## config.mk

```make
export PLATFORM = sky130hd
export DESIGN_NAME = dma_bus_arbiter_flat
export DESIGN_NICKNAME = d
export VERILOG_FILES = /design/src/rtl/dma_bus_if.sv /design/src/rtl/dma_bus_arbiter.sv /design/src/flat_wrapper.sv
export SDC_FILE = /design/constraint.sdc
export NUM_CORES = 1
export LEC_CHECK = 0
export ABC_AREA = 1
export BUFFER_PORTS_ARGS = -buffer_cell sky130_fd_sc_hd__buf_2
export CAP_MARGIN = 10
export CORE_MARGIN = 4
export CORE_UTILIZATION = 44
export CTS_CLUSTER_SIZE = 10
export DETAILED_ROUTE_END_ITERATION = 8
export PLACE_DENSITY = 0.76
export SLEW_MARGIN = 10
export SYNTH_ARGS = -nofsm -noshare
export SYNTH_HDL_FRONTEND = slang
export SYNTH_SLANG_ARGS = --single-unit
export TNS_END_PERCENT = 10
```

## constraint.sdc

```tcl
create_clock -name clk -period 1.6 [get_ports clk]
set_input_delay 0.48 -clock clk [delete_from_list [all_inputs] [get_ports clk]]
set_output_delay 0.48 -clock clk [all_outputs]
set_load 0.005 [all_outputs]
```

## src/rtl/dma_bus_if.sv

```systemverilog
// dma_bus_if: bus bundle between the CPU, the DMA block-copy arbiter and the memory port
//   cpu_*  CPU bus cycle (address, strobe 1=read, write data) and the halt that freezes it
//   dma_*  start request, source page, destination, busy and done status
//   mem_*  memory port (address, strobe 1=read, write data) and its same-cycle read data
// Modport master belongs to the arbiter; modport slave is the surrounding system.
interface dma_bus_if;
  logic [15:0] cpu_address;
  logic        cpu_read_write;
  logic [7:0]  cpu_data_write;
  logic        cpu_halt;
  logic        dma_start;
  logic [7:0]  dma_page;
  logic [15:0] dma_dest;
  logic        dma_busy;
  logic        dma_done;
  logic [7:0]  mem_data_read;
  logic [15:0] mem_address;
  logic        mem_read_write;
  logic [7:0]  mem_data_write;
  modport master (
    input  cpu_address, cpu_read_write, cpu_data_write,
    input  dma_start, dma_page, dma_dest,
    input  mem_data_read,
    output cpu_halt, dma_busy, dma_done,
    output mem_address, mem_read_write, mem_data_write
  );
  modport slave (
    output cpu_address, cpu_read_write, cpu_data_write,
    output dma_start, dma_page, dma_dest,
    output mem_data_read,
    input  cpu_halt, dma_busy, dma_done,
    input  mem_address, mem_read_write, mem_data_write
  );
endinterface

```

## src/rtl/dma_bus_arbiter.sv

```systemverilog
// dma_bus_arbiter: passes CPU bus cycles to memory, or halts the CPU and copies a page-aligned block
//   clk  rising-edge clock
//   rst  asynchronous active-low reset
//   bus  dma_bus_if.master: cpu_* in / cpu_halt out, dma_* request and status, mem_* port
// Parameters: BLOCK_LEN bytes per copy (1..256), DEST_INC 1 = destination advances per byte.
module dma_bus_arbiter #(
  parameter int BLOCK_LEN = 256,
  parameter bit DEST_INC  = 1'b0
) (
  input logic      clk,
  input logic      rst,
  dma_bus_if.master bus
);
  typedef enum logic [2:0] {IDLE, WAIT, READ, WRITE, DONE} state_t;
  localparam logic [7:0] LAST = 8'(BLOCK_LEN - 1);
  state_t      state, state_nx;
  logic [7:0]  page, idx, data;
  logic [15:0] dest;
  logic        done_q;
  always_ff @(posedge clk or negedge rst) begin
    if (!rst) begin
      state  <= IDLE;
      page   <= 8'h00;
      idx    <= 8'h00;
      data   <= 8'h00;
      dest   <= 16'h0000;
      done_q <= 1'b0;
    end else begin
      state  <= state_nx;
      done_q <= state == DONE;
      if (state == IDLE && bus.dma_start) begin
        page <= bus.dma_page;
        dest <= bus.dma_dest;
        idx  <= 8'h00;
      end
      if (state == READ) data <= bus.mem_data_read;
      if (state == WRITE) begin
        idx <= idx + 8'd1;
        if (DEST_INC) dest <= dest + 16'd1;
      end
    end
  end
  // WAIT lets an in-flight CPU write finish; the bus is taken only after a read cycle.
  always_comb begin
    state_nx = state;
    case (state)
      IDLE:    state_nx = bus.dma_start ? WAIT : IDLE;
      WAIT:    state_nx = bus.cpu_read_write ? READ : WAIT;
      READ:    state_nx = WRITE;
      WRITE:   state_nx = idx == LAST ? DONE : READ;
      DONE:    state_nx = IDLE;
      default: state_nx = IDLE;
    endcase
  end
  always_comb begin
    bus.mem_address    = state == READ ? {page, idx} : state == WRITE ? dest : bus.cpu_address;
    bus.mem_read_write = state == READ ? 1'b1 : state == WRITE ? 1'b0 : bus.cpu_read_write;
    bus.mem_data_write = state == WRITE ? data : bus.cpu_data_write;
    bus.cpu_halt       = state != IDLE;
    bus.dma_busy       = state != IDLE;
    bus.dma_done       = done_q;
  end
endmodule
```

## src/flat_wrapper.sv

```systemverilog
// flat-port wrapper written by rule: the top's interface ports become plain ports
module dma_bus_arbiter_flat 
#(
  parameter int BLOCK_LEN = 256,
  parameter bit DEST_INC  = 1'b0
)
  (clk, rst, bus_cpu_address, bus_cpu_read_write, bus_cpu_data_write, bus_dma_start, bus_dma_page, bus_dma_dest, bus_mem_data_read, bus_cpu_halt, bus_dma_busy, bus_dma_done, bus_mem_address, bus_mem_read_write, bus_mem_data_write);
  dma_bus_if bus_i ();
  input logic clk;
  input logic rst;
  input wire logic [$bits(bus_i.cpu_address)-1:0] bus_cpu_address;
  input wire logic [$bits(bus_i.cpu_read_write)-1:0] bus_cpu_read_write;
  input wire logic [$bits(bus_i.cpu_data_write)-1:0] bus_cpu_data_write;
  input wire logic [$bits(bus_i.dma_start)-1:0] bus_dma_start;
  input wire logic [$bits(bus_i.dma_page)-1:0] bus_dma_page;
  input wire logic [$bits(bus_i.dma_dest)-1:0] bus_dma_dest;
  input wire logic [$bits(bus_i.mem_data_read)-1:0] bus_mem_data_read;
  output wire logic [$bits(bus_i.cpu_halt)-1:0] bus_cpu_halt;
  output wire logic [$bits(bus_i.dma_busy)-1:0] bus_dma_busy;
  output wire logic [$bits(bus_i.dma_done)-1:0] bus_dma_done;
  output wire logic [$bits(bus_i.mem_address)-1:0] bus_mem_address;
  output wire logic [$bits(bus_i.mem_read_write)-1:0] bus_mem_read_write;
  output wire logic [$bits(bus_i.mem_data_write)-1:0] bus_mem_data_write;
  assign bus_i.cpu_address = bus_cpu_address;
  assign bus_i.cpu_read_write = bus_cpu_read_write;
  assign bus_i.cpu_data_write = bus_cpu_data_write;
  assign bus_i.dma_start = bus_dma_start;
  assign bus_i.dma_page = bus_dma_page;
  assign bus_i.dma_dest = bus_dma_dest;
  assign bus_i.mem_data_read = bus_mem_data_read;
  assign bus_cpu_halt = bus_i.cpu_halt;
  assign bus_dma_busy = bus_i.dma_busy;
  assign bus_dma_done = bus_i.dma_done;
  assign bus_mem_address = bus_i.mem_address;
  assign bus_mem_read_write = bus_i.mem_read_write;
  assign bus_mem_data_write = bus_i.mem_data_write;
  dma_bus_arbiter #(.BLOCK_LEN(BLOCK_LEN), .DEST_INC(DEST_INC)) u_core (.clk(clk), .rst(rst), .bus(bus_i));
endmodule
```

## After elaboration in Yosys (flattened, before gate mapping)

Index checks and enable logic that the tools add are counted.

- Add/subtract/negate cells: 1
- Multipliers: 0
- Div/mod/pow operators: 0
- $lt $le $gt $ge: 0
- Eq/ne operators: 5
- Shifts and indexed selects: 0
- Mux-type cells: 11
- Bitwise logic cells: 0
- Reductions and logical operators: 4

Operators with widths:

| cell | count |
|---|---|
| $mux 16 | 2 |
| $mux 8 | 3 |
| $pmux 3 s4 | 1 |
| $add 8x1->8 const B | 1 |
| $eq 8x8->1 const B | 1 |
| $eq 3x2->1 const B | 2 |
| $eq 3x1->1 const B | 1 |
| $eq 3x3->1 const B | 1 |
| $logic_not 3->1 | 1 |
| $mux 1 | 3 |
| $mux 3 | 1 |
| $reduce_bool 3->1 | 1 |
| $mux 2 | 1 |
| $reduce_bool 2->1 | 1 |
| $logic_and 1x1->1 | 1 |

- Flip-flop bits (word level): 44
- Bits in latches: 0
- Bits in writable memories: 0
- Bits in read-only memories: 0
- Word-level logic and storage cells: 27
- Memories: 0

## Depth between registers and ports, before layout

Gate-level depths: netlist (run 1).

- Depth in word-level cells: 4
- Mapped depth: 7

## Worst setup path after synthesis (run 1)

No wires, ideal clock.

- Kind: register to output
- Start point: register u_core.state[2]
- End point: output port bus_mem_address[10]
- Data arrival time: 1.094 ns
- Slack: 0.026 ns
- Cell stages (with the launch flop): 7
- Buffers on the path: 1
- Cells stage by stage: dfrtp_1 -> inv_1 -> nand2_2 -> nor2_4 -> buf_2 -> nand2_1 -> nand3_1

- Cells in the longest elaborated chain, start to end: 3
- Elaborated cells between the ends (all ways): 4
- Those cells by class: 2 x eq/ne; 2 x mux

RTL lines:

| element | line | RTL |
|---|---|---|
| from (decl) | dma_bus_arbiter.sv:16 | `state_t state, state_nx;` |
| from (signal assigned) | dma_bus_arbiter.sv:29 | `state <= state_nx;` |
| $eq 3x2->1 | dma_bus_arbiter.sv:56 | `bus.mem_address = state == READ ? {page, idx} : state == WRITE ? dest : bus.cpu_address;` |
| $mux 16 | dma_bus_arbiter.sv:56 |  |
| $mux 16 * | dma_bus_arbiter.sv:56 |  |
| to (decl) | flat_wrapper.sv:21 | `output wire logic [$bits(bus_i.mem_address)-1:0] bus_mem_address;` |

Mark *: on every way between the ends. The rest lies on a longest branch, timed or not.

## Worst setup path in the final report (run 1)

- Start point: register u_core.state[2]
- End point: output port bus_mem_address[8]

Same word-level chain as after synthesis.

==> qor.csv, run 1 <==
metric,value,unit
failed_checks,setup timing,
dr.first_iter.drc_count,152,
cts_tree,built,
required,1.12,ns
cp_slowest_stage_delay,0.42,ns
drive_gt1_share,31.4,%
fin_skew,0.00164,ns
core_area,0.00488,mm2
yosysTopAreaCell,dfrtp_1,
syn_avg_cell_area,7.39,um2
place.gp.congestion,0.830,
critPathLaunchType,flip-flop,
start_util,46.8,%
outcome,finished with violations,
row_count,25,
setup_ws,-0.360,ns
dp.cells,461,
path_cells,"inv_2, nand2_4, buf_4, buf_4, nand2_1, nand3_2, buf_2",
avgViaCountPerCell,4.83,
h-tree-depth,2,
ant_nets,0,
final_cells,475,
die_w,80.0,um
yosys-top-cells-count,"nand2_1, dfrtp_1, inv_1",
syn-num-nets,370,
fin_area,0.00304,mm2
holdBufCountCts,0,
syn_area,0.00228,mm2
syn_to_final_growth,32.9,%
ys_async_sr_fraction,100,%
path_common_cell,buf_4,
wirelength,6.14,mm
crit_path_end_kind,output port,
fp.dieH,80.0,um
finalHoldViolations,0,
grt_max_degree,57,
drc,0,
clk_path_buf_depth,2,
muxShareOfSynthArea,0,%
routedWlPerCell,12.9,um
critical_path.max_fanout,4,
synth_top_family_by_area,simple AND/OR/NAND/NOR gates,
worst-path-buf-inv,4,
pre_cts_slack,-0.0594,ns
slew_headroom,74.1,%
synth_edf_count,0,
cpLargestDelayFamily,buffers and inverters,
yosysMostFrequentCell,nand2_1,
rsz0062_at_grt,true,
netlist_instances,309,
synth_ff_type,dfrtp_1,
fin_nets,468,
finalSetupTns,-8.30,ns
antenna_found_initial,0,
cpMaxStageDelayCell,dfrtp_1,
min_period,1.96,ns
max_freq,0.510,GHz
fin_crit_sh,123,%
ios,88,
arrival,1.48,ns
insertion_delay,0.29,ns
leakage,0.00174,uW
overflow,0,
grt_pass1_vias,2303,
firstDrtPassIters,4,
synth-compound-area-share,7.23,%
diodes,0,
synth_area_leaders,"dfrtp_1, nand2_1, inv_1",
synthAdderAreaFrac,0.548,%
setup_viol_count_final,27,
path_clk_slew,0.08,ns
synth.distinct_cells,20,
maxCapViolations,0,
die-area,0.00641,mm2
cts.sinks,44,
power_density,690,mW/mm2
dpl.hpwl,4.30,mm
min_path_type,in2async,
yosys.area_share.simple,31.9,%
timing.hold.ws,0.0991,ns
ir_drop,0.516,mV
placed_cell_area,0.00282,mm2
synth_seq_cells,44,
path_class,reg2out,
slew_violations,0,
fill_cells,461,
cts_buffers,5,
synth_top_area_share,48.2,%
root_buffer,clkbuf_8,
grt.total_usage,19.3,%
synthXorXnorAreaFrac,0,%
worst_pin_slew,0.388,ns
synth-warning-count,0,
io_buffers,87,
yosysSeqAreaShare,48.2,%
route.vias.total,2292,
grt_pass1_wl,9.80,mm
[worst paths after layout]
path | from | end | slack, ns | cells after the start
max in group asynchronous | rst | u_core.dest[14] | 1.02 | 2
setup reg to reg | u_core.state[2] | u_core.idx[4] | 0.16 | 7
hold / removal | rst | u_core.data[7] | 0.1 | 1
min in group clk | bus_mem_data_read[0] | u_core.data[0] | 0.39 | 3
setup / recovery | u_core.state[2] | bus_mem_address[8] | -0.36 | 7
hold reg to reg | u_core.data[5] | u_core.data[5] | 0.48 | 2
[kinds of logic after synthesis]
group / Yosys count
adders and majority gates: 1
buffers and inverters: 54
AOI/OAI and AO/OA: 32
and+or+nand+nor: 178
DFF: 44
[what timing repair did]
action / in CTS / in global routing
endpoints found under the setup margin: 27 / 27
cloned: 1 / 1
resized for setup: 15 / 8
buffers inserted: 2 / 2
pin swaps: 2 / 3
[stage by stage]
step | utilization (%) | power [uW]
after CTS | 61.2 | 2110
after floorplan | - | 1180
after global routing | 62.2 | 2180
after global placement | 57.7 | 1290
final | 62.2 | 2100
after detailed placement | 57.7 | 1290
[worst reg2reg max path: cells and delay by family (launching register included)]
family | cells | cell delay (ns)
compound gates | 1 | 0.16
simple gates | 2 | 0.20
flops | 1 | 0.41
buf+inv | 4 | 0.59
[sequential cells by signal, summed over array words and instances (netlist names)]
signal               cells
u_core.bus.dma_done      1
u_core.data              8
u_core.dest             16
u_core.idx               8
u_core.page              8
u_core.state             3
[metal layers]
| layer | wire [um] | global-route usage (%) | share of wire (%) |
|---|---|---|---|
| met3 | 278 | 4.29 | 4.5 |
| met2 | 3120 | 33.7 | 51 |
| met1 | 2630 | 23.6 | 43 |
| met5 | 0 | 0 | 0 |
| met4 | 106 | 6.08 | 1.7 |
[final cells by class]
class                           instances  area, um2  share of cell area (%)
Clock buffer                            6       72.6                    2.39
Sequential cell                        44       1100                    36.3
Clock inverter                          2       35.0                    1.15
Timing Repair Buffer                  107        642                    21.1
Tap cell                               67       83.8                    2.76
Inverter                               38        145                    4.78
Multi-Input combinational cell        211        956                    31.5
[cells in the final DEF (no fill, tap or decap), types with 3 or more instances in the layout]
master    Yosys  routed
o21ai_1       6       7
buf_2         4      87
clkbuf_8      0       5
nor2_4        1       3
nor2_1        5       4
nand4_1       5       5
buf_6         3       5
nand2_1     137     134
nand3_2       0       4
buf_4         5      12
buf_12        1       3
o21ai_0      24      23
nand3_1      27      23
inv_1        38      36
dfrtp_1      44      44
nand2_2       1       3
[report_power, final]
| group | switching, uW | total (uW) | internal (uW) |
|---|---|---|---|
| sequential | 5.85 | 1130 | 1120 |
| combinational | 64.1 | 138 | 74.3 |
| clock | 366 | 830 | 463 |
| total | 436 | 2100 | 1660 |
(Power assumes the default switching activity.)
==> run 2: changes to the inputs <==
--- a/config.mk
+++ b/config.mk
@@ -9,10 +9,10 @@
 export BUFFER_PORTS_ARGS = -buffer_cell sky130_fd_sc_hd__buf_2
 export CAP_MARGIN = 10
 export CORE_MARGIN = 4
-export CORE_UTILIZATION = 44
+export CORE_UTILIZATION = 49
 export CTS_CLUSTER_SIZE = 10
 export DETAILED_ROUTE_END_ITERATION = 8
-export PLACE_DENSITY = 0.76
+export PLACE_DENSITY = 0.8
 export SLEW_MARGIN = 10
 export SYNTH_ARGS = -nofsm -noshare
 export SYNTH_HDL_FRONTEND = slang
==> constraint.sdc (replaced) <==
create_clock -name clk -period 2.15 [get_ports clk]
set_input_delay 0.645 -clock clk [delete_from_list [all_inputs] [get_ports clk]]
set_output_delay 0.645 -clock clk [all_outputs]
set_load 0.005 [all_outputs]
==> qor.csv, run 2 (synthesis results as in run 1) <==
metric,value,unit,change
drc,0,,unchanged
maxCapViolations,0,,unchanged
layout_common_cells,"nand2_1, buf_2, dfrtp_1",,unchanged
path_class,reg2out,,unchanged
fin_nets,469,,was 468
route.vias.total,2316,,was 2292
drive_gt1_share,34.2,%,was 31.4%
worstSetupStartpoint,u_core.state[2],,unchanged
arrival,1.57,ns,was 1.48 ns
final_common_cell,nand2_1,,unchanged
slew_violations,0,,unchanged
diodes,0,,unchanged
antenna_found_initial,0,,unchanged
insertion_delay,0.29,ns,about the same
required,1.50,ns,was 1.12 ns
crit_path_end_kind,output port,,unchanged
io_buffers,87,,unchanged
setup_ws,-0.0677,ns,was -0.360 ns
clk_path_buf_depth,2,,unchanged
ios,88,,unchanged
min_period,2.22,ns,
finalHoldViolations,0,,unchanged
critical_path.max_fanout,6,,was 4
die_w,76.3,um,was 80.0 um
overflow,0,,unchanged
regArea,0.00110,mm2,about the same
core_area,0.00444,mm2,was 0.00488 mm2
min_path_type,in2async,,unchanged
critPathLaunchType,flip-flop,,unchanged
largest_reg_flops,16,,unchanged
max_freq,0.451,GHz,
final_cells,461,,was 475
avgViaCountPerCell,5.02,,was 4.83
rsz0062_at_grt,true,,unchanged
grt_pass1_vias,2266,,was 2303
die-area,0.00582,mm2,was 0.00641 mm2
fin_crit_sh,103,%,
power_density,529,mW/mm2,was 690 mW/mm2
dr.first_iter.drc_count,186,,was 152
r2r_slack,0.42,ns,was 0.16 ns
h-tree-depth,2,,unchanged
grt.total_usage,20.2,%,was 19.3%
cts_tree,built,,unchanged
largest-register,u_core.dest,,unchanged
multi_input_area,980,um2,was 956 um2
grt_max_degree,25,,was 57
fp.dieH,76.3,um,was 80.0 um
routedWlPerCell,13.4,um,was 12.9 um
fill_cells,347,,was 461
leakage,0.00177,uW,was 0.00174 uW
fin_skew,0.00719,ns,was 0.00164 ns
root_buffer,clkbuf_8,,unchanged
place.gp.congestion,0.782,,was 0.830
setup_viol_count_final,17,,was 27
firstDrtPassIters,4,,unchanged
failed_checks,setup timing,,unchanged
ant_nets,0,,unchanged
ir_drop,0.391,mV,was 0.516 mV
cts.sinks,44,,unchanged
start_util,51.4,%,was 46.8%
total_power,1630,uW,was 2100 uW
wirelength,6.19,mm,was 6.14 mm
worst_pin_slew,0.511,ns,was 0.388 ns
dp.cells,442,,was 461
grt_pass1_wl,9.67,mm,was 9.80 mm
slew_headroom,65.9,%,was 74.1%
path_clk_slew,0.08,ns,about the same
r2r_start,u_core.state[0],,was u_core.state[2]
final_core_util,69.2,%,was 62.2%
outcome,finished with violations,,unchanged
row_count,24,,was 25
pre_cts_slack,0.258,ns,was -0.0594 ns
syn_to_final_growth,34.6,%,was 32.9%
cts_buffers,5,,unchanged
dpl.hpwl,4.28,mm,was 4.30 mm
holdBufCountCts,0,,unchanged
-- run 2: cell count changes in the layout (fill, tap and decap cells not counted), moves of 2 or more --
cell / delta
buf_4: +2
buf_6: -2
clkbuf_8: +2
nand2_1: -5
nand2_2: +5
nand3_1: -4
nand3_2: +4
-- run 2: area by class of cell --
type	count	area share, %
clock buffer	7	3.13
clock inverter	1	0.977
inverter	38	4.76
multi-input combinational	211	31.9
sequential	44	35.9
tap	52	2.12
timing repair buffer	108	21.3
-- run 2: path summary, 6_finish.rpt --
path	endpoint	depth (start not counted)
setup / recovery	bus_mem_address[7]	7
hold / removal	u_core.dest[10]	1
setup reg to reg	u_core.dest[13]	6
hold reg to reg	u_core.data[6]	2
max in group asynchronous	u_core.state[1]	2
min in group clk	u_core.data[6]	2
-- run 2: report_power, final --
group / total (uW) / internal [uW] / switching, uW
clock: 683 / 410 / 273
combinational: 104 / 55.1 / 49.0
sequential: 839 / 834 / 4.23
-- run 2: through the flow --
step                cell area [um2]  hold slack [ns]  TNS (ns)
floorplan                      2280            0.349         0
global placement               2760            0.454         0
detailed placement             2760            0.463         0
CTS                            2880            0.320    -0.590
global route                   3070            0.340     -2.30
finish                         3070            0.315    -0.586
-- run 2: critical path, stage by stage (launching register included) --
cell and delay (ns):
dfrtp_1 0.42, inv_2 0.10, nand2_4 0.07, nor2_4 0.25
buf_6 0.19, nand2_2 0.06, nand3_1 0.06, buf_2 0.12
-- run 2: metal layers --
metal,GRT usage [%],up-vias,routed length [um]
li1,-,1149,-
met1,23.5,1075,2530
met2,34.6,79,3210
met3,5.44,13,330
met4,9.42,0,126
met5,0,-,0
-- run 2: repair_timing --
item / CTS / global route
pin swaps: 0 / 1
cloned: 0 / 2
endpoints found under the hold margin: 0 / 0
setup endpoints to repair: 23 / 25
resized for setup: 1 / 28
setup buffers: 0 / 9
==> run 3: changes to the inputs <==
--- a/config.mk
+++ b/config.mk
@@ -9,10 +9,10 @@
 export BUFFER_PORTS_ARGS = -buffer_cell sky130_fd_sc_hd__buf_2
 export CAP_MARGIN = 10
 export CORE_MARGIN = 4
-export CORE_UTILIZATION = 49
+export CORE_UTILIZATION = 40
 export CTS_CLUSTER_SIZE = 10
 export DETAILED_ROUTE_END_ITERATION = 8
-export PLACE_DENSITY = 0.8
+export PLACE_DENSITY = 0.67
 export SLEW_MARGIN = 10
 export SYNTH_ARGS = -nofsm -noshare
 export SYNTH_HDL_FRONTEND = slang
==> qor.csv, run 3 (synthesis results as in run 1) <==
metric,value,unit,change
outcome,finished with violations,,unchanged
failed_checks,setup timing,,unchanged
place.gp.congestion,0.786,,was 0.782
r2r_slack,0.29,ns,was 0.42 ns
fill_cells,516,,was 347
p_clk_share,39.9,%,was 42.0%
avgViaCountPerCell,4.64,,was 5.02
p_int,1230,uW,was 1300 uW
insertion_delay,0.29,ns,about the same
ios,88,,unchanged
r2r_start,u_core.state[1],,was u_core.state[0]
slew_headroom,60.6,%,was 65.9%
largest_reg_flops,16,,unchanged
p_sw,331,uW,was 326 uW
largest-register,u_core.dest,,unchanged
fin_crit_sh,101,%,was 103%
diodes,0,,unchanged
cts_tree,built,,unchanged
grt_pass1_vias,2103,,was 2266
ant_nets,0,,unchanged
fin_skew,0.00267,ns,was 0.00719 ns
routedWlPerCell,12.7,um,was 13.4 um
dpl.hpwl,4.26,mm,was 4.28 mm
finalSetupTns,-0.0193,ns,was -0.586 ns
dr.first_iter.drc_count,146,,was 186
io_buffers,87,,unchanged
cts.sinks,44,,unchanged
power_frac_seq,53.6,%,was 51.6%
wirelength,6.09,mm,was 6.19 mm
die-area,0.00698,mm2,was 0.00582 mm2
leakage,0.00175,uW,was 0.00177 uW
cts_buffers,5,,unchanged
arrival,1.52,ns,was 1.57 ns
firstDrtPassIters,4,,unchanged
power_density,509,mW/mm2,was 529 mW/mm2
max_freq,0.461,GHz,was 0.451 GHz
required,1.50,ns,about the same
maxCapViolations,0,,unchanged
rsz0062_at_grt,true,,unchanged
critPathCapture,bus_mem_read_write,,was bus_mem_address[7]
min_period,2.17,ns,was 2.22 ns
path_cells,"buf_4, nor2_4, inv_1, o21ai_0, buf_2",,"was inv_2, nand2_4, nor2_4, buf_6, nand2_2, nand3_1, buf_2"
slew_violations,0,,unchanged
antenna_found_initial,0,,unchanged
layout_common_cells,"nand2_1, buf_2, dfrtp_1",,unchanged
worst_pin_slew,0.591,ns,was 0.511 ns
overflow,0,,unchanged
reg2reg_depth,5,,was 6
pwr-share-comb,6.5,%,was 6.4%
final_common_cell,nand2_1,,unchanged
setup_viol_count_final,1,,was 17
ir_drop,0.266,mV,was 0.391 mV
cp_slowest_stage_delay,0.42,ns,about the same
finalHoldViolations,0,,unchanged
path_clk_slew,0.08,ns,about the same
row_count,27,,was 24
setup_ws,-0.0193,ns,was -0.0677 ns
swShare,21.2,%,was 20.1%
grt_pass1_wl,9.56,mm,was 9.67 mm
crit_path_end_kind,output port,,unchanged
cpMaxStageDelayCell,dfrtp_1,,unchanged
fp.dieH,83.6,um,was 76.3 um
path_class,reg2out,,unchanged
grt_max_degree,27,,was 25
critPathLaunchType,flip-flop,,unchanged
root_buffer,clkbuf_8,,unchanged
clk_path_buf_depth,2,,unchanged
syn_to_final_growth,34.5,%,was 34.6%
holdBufCountCts,0,,unchanged
grt.total_usage,16.8,%,was 20.2%
core_area,0.00551,mm2,was 0.00444 mm2
drc,0,,unchanged
critical_path.max_fanout,11,,was 6
fin_nets,469,,unchanged
h-tree-depth,2,,unchanged
die_w,83.6,um,was 76.3 um
start_util,41.5,%,was 51.4%
min_path_type,in2async,,unchanged
rr_endpoint,u_core.dest[10],,was u_core.dest[13]
route.vias.total,2232,,was 2316
timing.hold.ws,0.345,ns,was 0.315 ns
worstSetupStartpoint,u_core.state[0],,was u_core.state[2]
drive_gt1_share,31.8,%,was 34.2%
-- run 3: per-layer routing --
metal	track usage (%)	vias up	part of all wire, %
li1	-	1150	-
met1	21.6	1021	43
met2	28.4	55	51
met3	3.65	6	4.4
met4	5.12	0	1.2
met5	0	-	0
-- run 3: per-stage QoR --
stage | setup WS (ns) | instance area, um2 | power [uW] | utilization [%] | std cells
detailed placement | 0.244 | 2780 | 959 | 50.4 | 463
CTS | 0.0149 | 2900 | 1590 | 52.7 | 471
floorplan | 0.411 | 2280 | 876 | - | 309
finish | -0.0193 | 3070 | 1560 | 55.8 | 481
global route | -0.0975 | 3070 | 1630 | 55.8 | 481
global placement | 0.296 | 2780 | 956 | 50.4 | 463
-- run 3: worst min-delay path by stage --
stage	startpoint	cells past startpoint	endpoint	slack (ns)
after floorplan	rst	0	u_core.bus.dma_done	0.35
after global placement	u_core.data[3]	2	u_core.data[3]	0.45
after detailed placement	u_core.data[6]	2	u_core.data[6]	0.46
after CTS	rst	1	u_core.idx[7]	0.37
after global routing	rst	1	u_core.idx[7]	0.40
final	rst	1	u_core.page[2]	0.35
-- run 3: what timing repair did --
item / CTS / global route
gates resized for setup: 7 / 13
pin swaps: 0 / 3
endpoints found under the setup margin: 23 / 25
buffers inserted: 0 / 8
cloned: 0 / 3
-- run 3: worst max-delay path: cells and delay by family (launching register included) --
| family | cells | cell delay [ns] |
|---|---|---|
| buffers and inverters | 3 | 0.51 |
| AO/OA/AOI/OAI | 1 | 0.11 |
| flip-flops | 1 | 0.42 |
| AND/OR/NAND/NOR | 1 | 0.18 |
-- run 3: area by class of cell --
type,count,area [um2],share of cell area (%)
tap,72,90.1,2.93
clock inverter,2,35.0,1.14
inverter,38,145,4.73
clock buffer,6,72.6,2.36
sequential,44,1100,35.9
timing repair buffer,108,681,22.2
multi-input combinational,211,946,30.8
-- run 3: power by group through the flow --
| stage | sequential (uW) | clock [uW] | combinational (uW) |
|---|---|---|---|
| 6_report | 838 | 624 | 102 |
| 5_1_grt | 839 | 674 | 119 |
| 4_1_cts | 838 | 644 | 104 |
| 3_5_place_dp | 855 | 0 | 104 |
| 3_3_place_gp | 855 | 0 | 102 |
| 2_1_floorplan | 854 | 0 | 21.4 |
